<file path="config.mk">
export PLATFORM = sky130hd
export DESIGN_NAME = mux_sync_tx_sched
export DESIGN_NICKNAME = d
export VERILOG_FILES = /design/src/rtl/mux_sync_tx_sched.sv
export SDC_FILE = /design/constraint.sdc
export NUM_CORES = 1
export LEC_CHECK = 0
export ABC_CLOCK_PERIOD_IN_PS = 6550
export CORE_UTILIZATION = 52
export DETAILED_ROUTE_END_ITERATION = 10
export PLACE_DENSITY_LB_ADDON = 0.05
export REMOVE_ABC_BUFFERS = 1
export SKIP_CTS_REPAIR_TIMING = 1
export SYNTH_ARGS = -nofsm -noshare
export SYNTH_HDL_FRONTEND = slang
export SYNTH_SLANG_ARGS = --single-unit
</file>
<file path="constraint.sdc">
create_clock -name i_clk -period 6.55 [get_ports i_clk]
set_input_delay 0.9825 -clock i_clk [delete_from_list [all_inputs] [get_ports i_clk]]
set_output_delay 0.9825 -clock i_clk [all_outputs]
set_load 0.02 [all_outputs]
</file>
<file path="src/rtl/mux_sync_tx_sched.sv">
// mux_sync_tx_sched: round-robin scheduler sharing one mux_sync source port among NREQ requesters.
// Each winning word is held valid for HOLD_CYC cycles, then an idle window of GAP_CYC cycles follows.
module mux_sync_tx_sched #(
  parameter int NREQ     = 4,
  parameter int DWIDTH   = 4,
  parameter int HOLD_CYC = 16,
  parameter int GAP_CYC  = 4
) (
  input  logic                     i_clk,
  input  logic                     rst_n,
  input  logic [NREQ-1:0]          i_req_valid,
  input  logic [NREQ*DWIDTH-1:0]   i_req_data,
  output logic [NREQ-1:0]          o_req_ready,
  output logic [DWIDTH-1:0]        o_src_data,
  output logic                     o_src_valid,
  output logic [$clog2(NREQ)-1:0]  o_grant_id,
  output logic                     o_busy
);
  localparam int PW   = $clog2(NREQ);
  localparam int MAXC = (HOLD_CYC > GAP_CYC) ? HOLD_CYC : GAP_CYC;
  localparam int CW   = $clog2(MAXC + 1);
  localparam logic [CW-1:0] HOLD_LD = CW'(HOLD_CYC - 1);
  localparam logic [CW-1:0] GAP_LD  = CW'((GAP_CYC > 0) ? GAP_CYC - 1 : 0);
  typedef enum logic [1:0] {IDLE, HOLD, GAP} state_t;
  state_t          r_state;
  logic [CW-1:0]   r_cnt;
  logic [PW-1:0]   r_ptr;
  logic [PW-1:0]   w_win;
  logic [PW-1:0]   w_idx;
  logic [PW-1:0]   w_nxt;
  logic            w_any;
  // Search from the pointer upward with wrap; the first requester found wins.
  always_comb begin
    w_win = '0;
    w_any = 1'b0;
    w_idx = r_ptr;
    for (int i = 0; i < NREQ; i++) begin
      if (!w_any && i_req_valid[w_idx]) begin
        w_any = 1'b1;
        w_win = w_idx;
      end
      w_idx = (w_idx == PW'(NREQ - 1)) ? '0 : w_idx + 1'b1;
    end
  end
  assign w_nxt       = (w_win == PW'(NREQ - 1)) ? '0 : w_win + 1'b1;
  assign o_req_ready = (rst_n && r_state == IDLE && w_any) ? (NREQ'(1) << w_win) : '0;
  assign o_busy      = (r_state != IDLE);
  always_ff @(posedge i_clk or negedge rst_n) begin
    if (!rst_n) begin
      r_state     <= IDLE;
      r_cnt       <= '0;
      r_ptr       <= '0;
      o_src_data  <= '0;
      o_src_valid <= 1'b0;
      o_grant_id  <= '0;
    end else begin
      case (r_state)
        IDLE: if (w_any) begin
          o_src_data  <= i_req_data[w_win*DWIDTH +: DWIDTH];
          o_src_valid <= 1'b1;
          o_grant_id  <= w_win;
          r_ptr       <= w_nxt;
          r_cnt       <= HOLD_LD;
          r_state     <= HOLD;
        end
        HOLD: if (r_cnt == '0) begin
          o_src_valid <= 1'b0;
          r_cnt       <= GAP_LD;
          r_state     <= (GAP_CYC > 0) ? GAP : IDLE;
        end else begin
          r_cnt <= r_cnt - 1'b1;
        end
        GAP: if (r_cnt == '0) begin
          r_state <= IDLE;
        end else begin
          r_cnt <= r_cnt - 1'b1;
        end
        default: r_state <= IDLE;
      endcase
    end
  end
endmodule

</file>
==> qor.tcl <==
set qor(grt_start_max_net_pins) 20
set qor(layout_commonest_cell) {sky130_fd_sc_hd__clkdlybuf4s50_1}
set qor(initial_utilization_pct) 56.5
set qor(synth_top_area_share_pct) 31.1
set qor(finalNetCount) 206
set qor(fmax_mhz) 221
set qor(ys_ff_latch) 16
set qor(crit_fanout) 8
set qor(grt_busiest_layer) {met2}
set qor(core-area_sq_um) 2280
set qor(fin_ws_ns) 2.03
set qor(post-route-min-period_ns) 4.52
set qor(htree_levels) 1
set qor(peakVddDrop_v) 0.000341
set qor(met1_usage_pct) 25.4
set qor(grt_met3_use_pct) 4.09
set qor(unrepaired_setup_endpoints_after_global_routing) {no}
set qor(area.growth.synth_to_final_pct) 29.3
set qor(cts.path.max_buffers) 2
set qor(post_synth.cell_area_avg_sq_um) 8.99
set qor(worst_skew_pair_latency_ns) 0.29
set qor(hold_violations) 0
set qor(detailedPlacementHpwl_um) 2130
set qor(tightest_pin_transition_ns) 0.773
set qor(worst_slew_margin_rel_pct) 48.3
set qor(ios) 34
set qor(drtPass1Iterations) 4
set qor(die_w_um) 51.7
set qor(reg2reg_setup_slack_ns) 3.74
set qor(worst-endpoint-required_ns) 5.57
set qor(drive_above_1_share_pct) 9.71
set qor(finalCoreUtilization_pct) 73.1
set qor(timing.hold.worst.class) {register to register}
set qor(detailroute.via_count) 1176
set qor(drc) 0
set qor(cts-root-buf) {sky130_fd_sc_hd__clkbuf_4}
set qor(timing.clock.skew_ns) 0.00936
set qor(insertedDiodeCount) 0
set qor(result_of_the_run) {finished clean}
set qor(worst_hold_slack_ns) 0.501
set qor(port-buffer-count) 33
set qor(clock_sinks) 16
set qor(met2_usage_pct) 40.0
set qor(routedWlPerCell_um) 13.6
set qor(netlist_area_sq_um) 1290
set qor(floorplan.die.height_um) 51.7
set qor(ys_async_sr_fraction_pct) 100
set qor(synth-seq-area-share_pct) 31.1
set qor(first_global_vias) 1033
set qor(globalRouteTotalUtil_pct) 22.0
set qor(synth-warning-count) 0
set qor(ant_nets) 0
set qor(cts_tree) {done}
set qor(startpoint_type) {primary input}
set qor(fin_crit_sh_pct) 69.0
set qor(gp_routability_congestion) 0.940
set qor(global_route_wire_length_before_repair_um) 4330
set qor(power_leakage_nw) 0.729
set qor(setup_total_negative_slack_ns) 0
set qor(antenna_found_initial) 0
set qor(power.density_cell_area_nw_per_um2) 501
set qor(synth_ff_type) {sky130_fd_sc_hd__dfrtp_1}
set qor(path_clk_slew_ns) 0.10
set qor(dp_slack_ns) 2.05
set qor(fp-row-count) 17
set qor(cp_data_arrival_time_ns) 3.53
set qor(maxCapViolations) 0
set qor(post-synth-top-area-cell) {sky130_fd_sc_hd__dfrtp_1}
set qor(synth_cell_types) 40
set qor(drt-total-wl_um) 2760
set qor(detail_route.iter0.violations) 14
set qor(synth_enable_flop_cells) 0
set qor(detail_route.vias_per_cell) 5.79
set qor(report.final.slew_viol_count) 0
set qor(netlist_top_cells_area) {sky130_fd_sc_hd__dfrtp_1 31%, sky130_fd_sc_hd__mux2i_1 8.6%, sky130_fd_sc_hd__ha_1 7.8%}
set qor(criticalPathCategory) {primary input to output pin}
set qor(floorplan.die_area_sq_um) 2680
set qor(cts_inserted_buffers) 3
set qor(mostFrequentLayoutCells) {33 x sky130_fd_sc_hd__clkdlybuf4s50_1, 19 x sky130_fd_sc_hd__nand2_1, 16 x sky130_fd_sc_hd__dfrtp_1}
set qor(netlist_instances) 143
set qor(critical_path.endpoint_type) {output pin}
set qor(global_route.overflow_total) 0
set qor(timing.final.setup_violations) 0
## worst paths after layout
kind	from	end	cells past startpoint
worst max-delay path	i_req_valid[1]	o_req_ready[0]	8
worst min-delay path	o_grant_id[1]$_DFFE_PN0P_	o_grant_id[1]$_DFFE_PN0P_	2
worst max register to register	r_ptr[0]$_DFFE_PN0P_	r_cnt[0]$_DFFE_PN0P_	7
worst min register to register	o_grant_id[1]$_DFFE_PN0P_	o_grant_id[1]$_DFFE_PN0P_	2
max in group asynchronous	rst_n	r_state[1]$_DFFE_PN0P_	1
min in group asynchronous	rst_n	o_grant_id[0]$_DFFE_PN0P_	1
## metrics by stage
stage | cell area (sq um) | std cells | power, W
3_3_place_gp | 1630 | 199 | 0.000752
5_1_grt | 1660 | 203 | 0.000901
4_1_cts | 1660 | 203 | 0.000837
3_5_place_dp | 1630 | 199 | 0.000769
2_1_floorplan | 1250 | 137 | 0.000601
6_report | 1660 | 203 | 0.000833
## synth_stat cells, types with 2 or more instances
library cell	instances
sky130_fd_sc_hd__nand2b_1	6
sky130_fd_sc_hd__o21a_1	2
sky130_fd_sc_hd__o221ai_1	5
sky130_fd_sc_hd__ha_1	8
sky130_fd_sc_hd__inv_1	7
sky130_fd_sc_hd__nor3_1	3
sky130_fd_sc_hd__a21oi_1	4
sky130_fd_sc_hd__a22o_1	2
sky130_fd_sc_hd__and3_1	2
sky130_fd_sc_hd__mux2i_1	11
sky130_fd_sc_hd__or3_1	2
sky130_fd_sc_hd__nand2_1	19
sky130_fd_sc_hd__a22o_2	2
sky130_fd_sc_hd__o21ai_0	11
sky130_fd_sc_hd__nor2b_1	4
sky130_fd_sc_hd__dfrtp_1	16
sky130_fd_sc_hd__buf_2	4
sky130_fd_sc_hd__nor2_1	13
## sequential cells by signal, summed over array words and instances, names as in the netlist
signal / cells
r_ptr: 2
r_cnt: 5
o_grant_id: 2
o_src_valid: 1
r_state: 2
o_src_data: 4
## power breakdown
part           switching (W)  leakage [nW]  internal [W]  total [W]
Clock              0.0000341        0.0210     0.0000338  0.0000679
Combinational       0.000305         0.518      0.000268   0.000573
Sequential         0.0000452         0.190      0.000147   0.000192
Total               0.000384         0.729      0.000449   0.000833
## layer usage
metal | wire length (um) | up-vias
li1 | - | 584
met1 | 1190 | 554
met2 | 1400 | 36
met3 | 154 | 2
met4 | 9 | 0
met5 | 0 | -
## cells by family (layout without fill, tap and decap cells)
group           count (synthesis)  in the layout  share of synthesized area, %
simple gates                   59             59                          23.6
fa+ha+maj                       8              8                          7.78
flops                          16             16                          31.1
buf+inv                        13             45                          4.57
compound gates                 34             34                          21.7
mux                            13             13                          11.2
## critical path: stages
cell	delay [ns]
sky130_fd_sc_hd__clkdlybuf4s50_1	0.53
sky130_fd_sc_hd__mux2i_1	0.22
sky130_fd_sc_hd__or4b_4	0.50
sky130_fd_sc_hd__a21oi_4	0.25
sky130_fd_sc_hd__nand2b_1	0.30
sky130_fd_sc_hd__or3_1	0.17
sky130_fd_sc_hd__nor2_1	0.05
sky130_fd_sc_hd__clkdlybuf4s50_1	0.53
## area by class of cell
| type | instances | area (sq um) |
|---|---|---|
| Inverter | 7 | 26.3 |
| Timing Repair Buffer | 34 | 338 |
| Fill cell | 169 | 613 |
| Clock buffer | 4 | 36.3 |
| Sequential cell | 16 | 400 |
| Tap cell | 28 | 35.0 |
| Multi-Input combinational cell | 114 | 827 |
No activity file was read; power rests on OpenSTA's default activity.
